**src/rtl/udma_uart_rx_pkg.sv**
```systemverilog
// udma_uart_rx_pkg: shared types and helpers for the UART RX buffer.
package udma_uart_rx_pkg;

    typedef enum logic [1:0] {TO_IDLE, TO_COUNT, TO_FIRED} t_to_state_e;

    localparam int DATA_WIDTH_MIN = 5;
    localparam int DATA_WIDTH_MAX = 9;

    function automatic int f_lvl_w(input int depth);
        return $clog2(depth) + 1;
    endfunction

endpackage

```
**src/rtl/udma_uart_rx_sync_fifo.sv**
```systemverilog
// udma_uart_rx_sync_fifo: single-clock FIFO with level count; a pop frees the slot for a same-cycle push.
module udma_uart_rx_sync_fifo
    import udma_uart_rx_pkg::*;
#(
    parameter int WIDTH = 8,
    parameter int DEPTH = 16,
    localparam int LW = f_lvl_w(DEPTH)
) (
    input  logic             sys_clk_i,
    input  logic             rstn_i,
    input  logic             clr_i,
    input  logic             push_i,
    input  logic             pop_i,
    input  logic [WIDTH-1:0] wdata_i,
    output logic [WIDTH-1:0] rdata_o,
    output logic             empty_o,
    output logic             full_o,
    output logic             push_ok_o,
    output logic             pop_ok_o,
    output logic [LW-1:0]    level_o,
    output logic [LW-1:0]    level_next_o
);

    logic [WIDTH-1:0] mem_q [DEPTH];
    logic [LW-2:0]    wptr_q, rptr_q;
    logic [LW-1:0]    level_q;

    assign empty_o      = level_q == '0;
    assign full_o       = level_q == LW'(DEPTH);
    assign pop_ok_o     = pop_i && !empty_o;
    assign push_ok_o    = push_i && (!full_o || pop_ok_o);
    assign level_o      = level_q;
    assign level_next_o = clr_i ? '0 : level_q + LW'(push_ok_o) - LW'(pop_ok_o);
    assign rdata_o      = mem_q[rptr_q];

    always_ff @(posedge sys_clk_i or negedge rstn_i) begin
        if (!rstn_i) begin
            wptr_q  <= '0;
            rptr_q  <= '0;
            level_q <= '0;
        end else if (clr_i) begin
            wptr_q  <= '0;
            rptr_q  <= '0;
            level_q <= '0;
        end else begin
            wptr_q  <= wptr_q + (LW-1)'(push_ok_o);
            rptr_q  <= rptr_q + (LW-1)'(pop_ok_o);
            level_q <= level_next_o;
        end
    end

    always_ff @(posedge sys_clk_i) begin
        if (push_ok_o && !clr_i)
            mem_q[wptr_q] <= wdata_i;
    end

endmodule

```
**src/rtl/udma_uart_rx_buffer.sv**
```systemverilog
// udma_uart_rx_buffer: UART RX buffer with DMA/polling drain, watermark and idle-timeout events.
// Define UDMA_UART_RX_PERR_TAG_EN to store the parity error flag with each character.
module udma_uart_rx_buffer
    import udma_uart_rx_pkg::*;
#(
    parameter int DATA_WIDTH = 8,
    parameter int DEPTH      = 16,
    parameter int TO_WIDTH   = 16,
    localparam int LW = f_lvl_w(DEPTH)
) (
    input  logic                  sys_clk_i,
    input  logic                  rstn_i,
    input  logic                  clr_i,
    input  logic                  cfg_dma_en_i,
    input  logic [LW-1:0]         cfg_watermark_i,
    input  logic [TO_WIDTH-1:0]   cfg_timeout_i,
    input  logic [DATA_WIDTH-1:0] in_data_i,
    input  logic                  in_perr_i,
    input  logic                  in_valid_i,
    output logic                  in_ready_o,
    output logic [31:0]           dma_data_o,
    output logic                  dma_valid_o,
    input  logic                  dma_ready_i,
    input  logic                  poll_rd_i,
    output logic [DATA_WIDTH-1:0] poll_data_o,
    output logic                  poll_perr_o,
    output logic                  poll_valid_o,
    output logic [LW-1:0]         level_o,
    output logic                  overflow_o,
    output logic                  wm_event_o,
    output logic                  timeout_event_o
);

`ifdef UDMA_UART_RX_PERR_TAG_EN
    localparam int EW = DATA_WIDTH + 1;
    logic [EW-1:0] wdata, head;
    assign wdata = {in_perr_i, in_data_i};
    logic head_perr;
    assign head_perr = head[DATA_WIDTH];
`else
    localparam int EW = DATA_WIDTH;
    logic [EW-1:0] wdata, head;
    logic unused_perr;
    assign wdata       = in_data_i;
    assign unused_perr = in_perr_i;
    logic head_perr;
    assign head_perr = 1'b0;
`endif

    logic               empty, full, push_ok, pop_ok, pop;
    logic [LW-1:0]      level_next;
    logic               overflow_q, overflow_d, wm_q, wm_d, to_evt_q, to_evt_d;
    t_to_state_e        to_state_q, to_state_d;
    logic [TO_WIDTH-1:0] to_cnt_q, to_cnt_d;
    logic [TO_WIDTH:0]  cnt_inc;

    udma_uart_rx_sync_fifo #(.WIDTH(EW), .DEPTH(DEPTH)) u_fifo (
        .sys_clk_i    (sys_clk_i),
        .rstn_i       (rstn_i),
        .clr_i        (clr_i),
        .push_i       (in_valid_i),
        .pop_i        (pop),
        .wdata_i      (wdata),
        .rdata_o      (head),
        .empty_o      (empty),
        .full_o       (full),
        .push_ok_o    (push_ok),
        .pop_ok_o     (pop_ok),
        .level_o      (level_o),
        .level_next_o (level_next)
    );

    assign in_ready_o      = 1'b1;
    assign dma_valid_o     = !empty && cfg_dma_en_i;
    assign poll_valid_o    = !empty && !cfg_dma_en_i;
    assign pop             = (dma_valid_o && dma_ready_i) || (poll_valid_o && poll_rd_i);
    assign dma_data_o      = dma_valid_o ? {head_perr, {(31-DATA_WIDTH){1'b0}}, head[DATA_WIDTH-1:0]} : '0;
    assign poll_data_o     = poll_valid_o ? head[DATA_WIDTH-1:0] : '0;
    assign poll_perr_o     = poll_valid_o && head_perr;
    assign overflow_o      = overflow_q;
    assign wm_event_o      = wm_q;
    assign timeout_event_o = to_evt_q;

    assign overflow_d = !clr_i && (overflow_q || (in_valid_i && full && !pop_ok));
    assign wm_d       = !clr_i && |cfg_watermark_i && level_o < cfg_watermark_i && level_next >= cfg_watermark_i;
    assign cnt_inc    = {1'b0, to_cnt_q} + (TO_WIDTH+1)'(1);

    // Any accepted push or pop restarts the idle count; a full FIFO with dropped input stays idle.
    always_comb begin
        to_state_d = to_state_q;
        to_cnt_d   = to_cnt_q;
        to_evt_d   = 1'b0;
        if (clr_i || level_next == '0) begin
            to_state_d = TO_IDLE;
            to_cnt_d   = '0;
        end else if (push_ok || pop_ok) begin
            to_state_d = TO_COUNT;
            to_cnt_d   = '0;
        end else if (to_state_q == TO_COUNT && |cfg_timeout_i) begin
            to_state_d = cnt_inc >= {1'b0, cfg_timeout_i} ? TO_FIRED : TO_COUNT;
            to_evt_d   = cnt_inc >= {1'b0, cfg_timeout_i};
            to_cnt_d   = cnt_inc[TO_WIDTH-1:0];
        end
    end

    always_ff @(posedge sys_clk_i or negedge rstn_i) begin
        if (!rstn_i) begin
            overflow_q <= 1'b0;
            wm_q       <= 1'b0;
            to_evt_q   <= 1'b0;
            to_state_q <= TO_IDLE;
            to_cnt_q   <= '0;
        end else begin
            overflow_q <= overflow_d;
            wm_q       <= wm_d;
            to_evt_q   <= to_evt_d;
            to_state_q <= to_state_d;
            to_cnt_q   <= to_cnt_d;
        end
    end

endmodule
```
**config.mk**
```make
export PLATFORM = sky130hd
export DESIGN_NAME = udma_uart_rx_buffer
export DESIGN_NICKNAME = d
export VERILOG_FILES = /design/src/rtl/udma_uart_rx_pkg.sv /design/src/rtl/udma_uart_rx_sync_fifo.sv /design/src/rtl/udma_uart_rx_buffer.sv
export SDC_FILE = /design/constraint.sdc
export NUM_CORES = 1
export LEC_CHECK = 0
export BUFFER_PORTS_ARGS = -buffer_cell sky130_fd_sc_hd__buf_4
export CORE_AREA = 8 8 124 137
export CTS_CLUSTER_SIZE = 12
export DETAILED_ROUTE_END_ITERATION = 16
export DIE_AREA = 0 0 132 145
export GPL_TIMING_DRIVEN = 0
export PLACE_DENSITY = 0.85
export SLEW_MARGIN = 25
export SYNTH_ARGS = -nofsm -noshare
export SYNTH_HDL_FRONTEND = slang
export SYNTH_SLANG_ARGS = --single-unit
export TNS_END_PERCENT = 30
```
**constraint.sdc**
```tcl
create_clock -name sys_clk_i -period 4.1 [get_ports sys_clk_i]
set_clock_uncertainty 0.05 [all_clocks]
set_input_delay 0.615 -clock sys_clk_i [delete_from_list [all_inputs] [get_ports sys_clk_i]]
set_output_delay 0.615 -clock sys_clk_i [all_outputs]
set_load 0.005 [all_outputs]
```
* Word level (Yosys, flattened, before mapping)
Memories as Yosys holds them, arrays and structs flattened.
Cells that the tools add are included.
** Storage, ports and cells
- Register bits :: 34
- Memory bits (writable) :: 128
- Bits of input ports :: 37
- Output and inout bits :: 52
- Logic and storage cells :: 66
- Memories kept :: 1
** Memories
- u_fifo.mem_q :: depth 16, width 8, read ports 1, clocked after memory_dff 0, wr ports 1, line udma_uart_rx_sync_fifo.sv:24 : logic [WIDTH-1:0] mem_q [DEPTH];
** Cells by class
- Add/subtract/negate cells :: 5
- Order comparisons :: 3
- Equal/unequal tests :: 2
- Mux-type cells :: 18
- Reductions and logical operators :: 29
** Operators with widths (number)
- $mux W16 :: 3
- $add A16 B1 Y17 const B :: 1
- $ge A17 B16 Y1 :: 1
- $mux W8 :: 2
- $reduce_or A16 Y1 :: 1
- $logic_and A1 B1 Y1 :: 14
- $logic_not A5 Y1 :: 2
- $mux W5 :: 2
- $add A4 B1 Y4 :: 2
- $mux W2 :: 4
- $mux W4 :: 2
- $add A5 B1 Y5 :: 1
- $eq A5 B5 Y1 const B :: 1
- $ge A5 B5 Y1 :: 1
- $logic_not A1 Y1 :: 5
- $logic_or A1 B1 Y1 :: 5
- $lt A5 B5 Y1 :: 1
- $mux W1 :: 5
- $reduce_or A5 Y1 :: 1
- $sub A5 B1 Y5 :: 1
- $reduce_bool A3 Y1 :: 1
- $eq A2 B1 Y1 const B :: 1

* Longest topological paths before layout
- Depth in word-level cells :: 14
- Gate-level depth with buffers :: 18
- Gate-level depth less buffers :: 18

* Cells and area by module
From an unflattened synthesis, not the netlist that was laid out.
** Unflattened totals
- Cells, all modules :: 557
- Area, all modules :: 7941.4 µm²
** By module, submodules not included
- udma_uart_rx_sync_fifo :: instances 1, cells each 296, area each 5745.5 µm²
- udma_uart_rx_buffer :: instances 1, cells each 261, area each 2195.9 µm²

* Worst setup path before layout
OpenSTA, ideal clock, no wires.
- Path kind :: reg2reg
- From :: register u_fifo.level_q[2] (netlist: u_fifo.level_o[2])
- To :: register wm_q (netlist: wm_event_o)
- Library setup time :: 0.124 ns
- Arrival time :: 3.052 ns
- Setup slack :: 0.874 ns
- Cell stages (with the launch flop) :: 18
- Buffers on the path :: 0
- Cells stage by stage :: dfrtp_1 > inv_1 > ha_1 > nor3b_2 > and2b_1 > nor2_1 > ha_1 > inv_1 > ha_1 > inv_1 > fa_1 > nor2_1 > ha_1 > a21o_1 > a21o_1 > a21o_1 > a21oi_1 > a211oi_1
** Between the ends
- Cells in the longest elaborated chain, start to end :: 13
- Elaborated cells between the ends (all ways) :: 19
** Ends and longest elaborated chain
- start: declaration :: line udma_uart_rx_sync_fifo.sv:26 : logic [LW-1:0] level_q;
- start signal: assignment :: line udma_uart_rx_sync_fifo.sv:48 : level_q <= level_next_o;
- $logic_not A5 Y1 :: line udma_uart_rx_sync_fifo.sv:28 : assign empty_o = level_q == '0;
- $logic_not A1 Y1 :: line udma_uart_rx_sync_fifo.sv:30, udma_uart_rx_buffer.sv:74, udma_uart_rx_buffer.sv:75
- $logic_and A1 B1 Y1, on equally long branches :: line udma_uart_rx_buffer.sv:74, udma_uart_rx_buffer.sv:75
- $logic_and A1 B1 Y1 :: line udma_uart_rx_buffer.sv:76 : assign pop = (dma_valid_o && dma_ready_i) || (poll_valid_o && poll_rd_i);
- $logic_or A1 B1 Y1 :: line udma_uart_rx_buffer.sv:76
- $logic_and A1 B1 Y1 :: line udma_uart_rx_sync_fifo.sv:30 : assign pop_ok_o = pop_i && !empty_o;
- $logic_or A1 B1 Y1 :: line udma_uart_rx_sync_fifo.sv:31 : assign push_ok_o = push_i && (!full_o || pop_ok_o);
- $logic_and A1 B1 Y1 :: line udma_uart_rx_sync_fifo.sv:31
- $add A5 B1 Y5 :: line udma_uart_rx_sync_fifo.sv:33 : assign level_next_o = clr_i ? '0 : level_q + LW'(push_ok_o) - LW'(pop_ok_o);
- $sub A5 B1 Y5 :: line udma_uart_rx_sync_fifo.sv:33
- $mux W5 :: line udma_uart_rx_sync_fifo.sv:33
- $ge A5 B5 Y1 :: line udma_uart_rx_buffer.sv:85 : assign wm_d = !clr_i && |cfg_watermark_i && level_o < cfg_watermark_i && level_next >= cfg_watermark_i;
- $logic_and A1 B1 Y1 (*) :: line udma_uart_rx_buffer.sv:85
- via wm_d :: line udma_uart_rx_buffer.sv:52 : logic overflow_q, overflow_d, wm_q, wm_d, to_evt_q, to_evt_d;
- end signal: assignment :: line udma_uart_rx_buffer.sv:115 : wm_q <= wm_d;
- end: declaration :: line udma_uart_rx_buffer.sv:52
Mark *: on every way through the listed nets, which the timed path passes. The rest lies on a longest branch.
A chain may end at the register's enable or synchronous reset.

* Final worst setup path
- From :: register to_cnt_q[0]
- To :: register to_state_q[0]
** Between the ends
- Cells in the longest elaborated chain, start to end :: 6
** Ends and longest elaborated chain
- start: declaration :: line udma_uart_rx_buffer.sv:54 : logic [TO_WIDTH-1:0] to_cnt_q, to_cnt_d;
- start signal: assignment :: line udma_uart_rx_buffer.sv:118 : to_cnt_q <= to_cnt_d;
- $add A16 B1 Y17 :: line udma_uart_rx_buffer.sv:86 : assign cnt_inc = {1'b0, to_cnt_q} + (TO_WIDTH+1)'(1);
- $ge A17 B16 Y1 :: line udma_uart_rx_buffer.sv:100 : to_state_d = cnt_inc >= {1'b0, cfg_timeout_i} ? TO_FIRED : TO_COUNT;
- $mux W2 :: line udma_uart_rx_buffer.sv:100
- $mux W2 :: line udma_uart_rx_buffer.sv:99 : end else if (to_state_q == TO_COUNT && |cfg_timeout_i) begin
- $mux W2 :: line udma_uart_rx_buffer.sv:96 : end else if (push_ok || pop_ok) begin
- $mux W2 :: line udma_uart_rx_buffer.sv:93 : if (clr_i || level_next == '0) begin
- end signal: assignment :: line udma_uart_rx_buffer.sv:117 : to_state_q <= to_state_d;
- end: declaration :: line udma_uart_rx_buffer.sv:53 : t_to_state_e to_state_q, to_state_d;
Every way passes these cells. The select of a mux whose other input is x is not followed.

==> flow_summary.json <==
{
  "clk_path_buf_depth": 2,
  "slew_viol_final": 0,
  "final_antenna_net_count": 0,
  "grt_usage_pct": 17.8,
  "finalCriticalPeriod_ns": 3.82,
  "start_util_pct": 52.7,
  "start_kind": "flop",
  "synth.distinct_cells": 47,
  "post-route-cell-area_mm2": 0.00913,
  "num_rows": 47,
  "placed_cell_area_mm2": 0.00859,
  "dr_wl_met2_um": 8780,
  "synth_cells": 533,
  "cts_made_buffers": 17,
  "rsz0062_at_grt": "false",
  "final_nets": 711,
  "drt-total-wl_um": 16500,
  "p_leak_nw": 3.59,
  "clkTransAtPathRegs_ns": 0.06,
  "setup_viol": 0,
  "drt-initial-drc-count": 373,
  "required_ns": 4.38,
  "drtPass1Iterations": 5,
  "coreArea_mm2": 0.0148,
  "p_per_area_mw_per_mm2": 502,
  "postSynthAreaPerCell_um2": 14.6,
  "ctsHoldBuffers": 0,
  "avgViaCountPerCell": 5.47,
  "ys_ff_latch": 162,
  "end_kind": "flop",
  "final_util_pct": 61.8,
  "num_antenna_cells": 0,
  "wl_met3_um": 855,
  "finalHoldViolCount": 0,
  "clkSinkCount": 162,
  "slew_headroom_pct": 33.7,
  "worstPathArrival_ns": 4.11,
  "synth_commonest_cells": "edfxtp_1 (128), nor2_1 (53), mux4_2 (40)",
  "antenna_found_initial": 0,
  "drc": 0,
  "drv_cap": 0,
  "overflow": 0,
  "yosys-top-cells-area": "edfxtp_1 (49%), mux4_2 (12%), dfrtp_1 (11%)",
  "holdWs_ns": 0.0897,
  "fp.dieArea_mm2": 0.0191,
  "final_layout_size_suffix_gt1_share_pct": 25.4,
  "yosys_warnings": 0,
  "dpl.hpwl_um": 11700,
  "max_freq_mhz": 262,
  "grt_pass1_wl_um": 26500,
  "wl_met1_um": 6590,
  "setup_tns_ns": 0,
  "vias": 4625,
  "async_flop_share_pct": 21.0,
  "synth_area_mm2": 0.00778,
  "io_buffers": 61,
  "cts_tree": "done",
  "min_path_type": "primary input to async pin",
  "wl_per_cell_um": 19.5,
  "synth_flop_cell": "edfxtp_1",
  "worst_slew_pin_slew_ns": 0.990,
  "finalCritPeriodShare_pct": 93.2,
  "status": "complete, no violations",
  "h-tree-depth": 4,
  "peakVddDrop_v": 0.000357,
  "reg2reg_depth": 12,
  "clockRootBuffer": "clkbuf_16",
  "die-width_um": 132,
  "area_growth_pct": 17.3,
  "grt_max_degree": 35,
  "ios": 89,
  "grt_pass1_vias": 4943,
  "yosysMostFrequentCell": "edfxtp_1",
  "insertion_delay_ns": 0.42,
  "die-height_um": 145,
  "synth_top_area_share_pct": 49.4,
  "dr.max_layer_used": "met4",
  "yosysSeqAreaShare_pct": 60.3,
  "worst-path-max-fanout": 4,
  "worstSetupPathType": "flop to flop",
  "synth_top_cell_by_area": "edfxtp_1",
  "place_congestion": 0.816,
  "synth-edff-count": 128
}
flip-flops by register name (all words and copies together), names as in the netlist:
register / flops
wm_event_o: 1
u_fifo.level_o: 5
u_fifo.wptr_q: 4
u_fifo.rptr_q: 4
overflow_o: 1
timeout_event_o: 1
u_fifo.mem_q: 128
to_state_q: 2
to_cnt_q: 16
routing by layer:
metal	vias up	track usage, %
met1	2316	20.9
met3	25	4.66
met4	0	5.87
met5	-	0
met2	158	31.0
li1	2126	-
final cells by class:
cell class | count | area, um^2
plain buffers | 45 | 310
clock buffers | 19 | 433
clock inverters | 13 | 93.8
fillers | 1056 | 5630
inverters | 31 | 116
multi-input cells | 319 | 2780
flip-flops and latches | 162 | 4690
well taps | 196 | 245
repair buffers | 61 | 458
timing repair:
| action | CTS | global route |
|---|---|---|
| setup buffers | 0 | 0 |
| setup endpoints to repair | 0 | 1 |
| endpoints found under the hold margin | 0 | 0 |
| resized for setup | 0 | 1 |
worst max-delay path, stage by stage, from the launching register on:
cell and delay [ns]:
dfrtp_1 0.43, ha_1 0.25, nand3_1 0.24, nor4_2 0.54, and4_1 0.31, xor2_1 0.18, ha_1 0.27, nand3_1 0.14
nor2_1 0.07, a32o_1 0.24, o41ai_1 0.69, a21oi_1 0.17, nor3_1 0.16
worst paths after layout:
| path | from | slack (ns) | end |
|---|---|---|---|
| hold reg to reg | to_state_q[1]$_DFFE_PN0P_ | 0.48 | to_state_q[1]$_DFFE_PN0P_ |
| hold / removal | rstn_i | 0.09 | u_fifo.level_o[2]$_DFF_PN0_ |
| setup reg to reg | to_cnt_q[0]$_DFFE_PN0P_ | 0.28 | to_state_q[0]$_DFFE_PN0P_ |
| setup / recovery | to_cnt_q[0]$_DFFE_PN0P_ | 0.28 | to_state_q[0]$_DFFE_PN0P_ |
| min in group sys_clk_i | in_data_i[1] | 0.46 | u_fifo.mem_q[11][1]$_DFFE_PP_ |
| max in group asynchronous | rstn_i | 3.58 | to_cnt_q[14]$_DFFE_PN0P_ |
power by group:
group / switching [W] / leakage (nW) / internal [W]
sequential: 0.0000526 / 1.62 / 0.00183
clock: 0.000602 / 0.248 / 0.000820
combinational: 0.000623 / 1.72 / 0.000654
total: 0.00128 / 3.59 / 0.00331
cell usage in the layout (no fill, tap or decap), types with 4 or more instances in the layout:
cell type and n:
clkbuf_1 14, clkbuf_16 17, ha_1 36, buf_6 4, nor4_1 5, clkinv_1 6
mux4_2 40, a21oi_1 13, nor2_1 53, xnor2_1 19, nor3_2 4, buf_4 87
conb_1 26, nand3_1 15, nand4_1 4, nand2_1 16, inv_1 31, and2_1 17
a21o_1 7, nand2b_1 5, edfxtp_1 128, nor2b_1 6, xor2_1 18, dfrtp_1 34
nor3_1 4
stage by stage:
step,total power [W],setup slack (ns),instances
3_3_place_gp,0.00313,0.304,814
4_1_cts,0.00462,0.114,846
3_5_place_dp,0.00319,0.196,814
2_1_floorplan,0.00276,0.874,557
5_1_grt,0.00480,0.105,846
6_report,0.00458,0.277,846
cell families (layout without fill, tap and decap cells):
logic type	after synthesis	in the layout	synth area share (%)
and+or+nand+nor	144	144	9.28
adders and majority gates	37	37	6.05
muxes	41	41	11.7
other	2	26	0.0965
DFF	162	162	60.3
AOI/OAI and AO/OA	34	34	2.89
buffers and inverters	76	169	5.48
xor gates and xnor gates	37	37	4.16
Power figures use the tool's default switching activity.
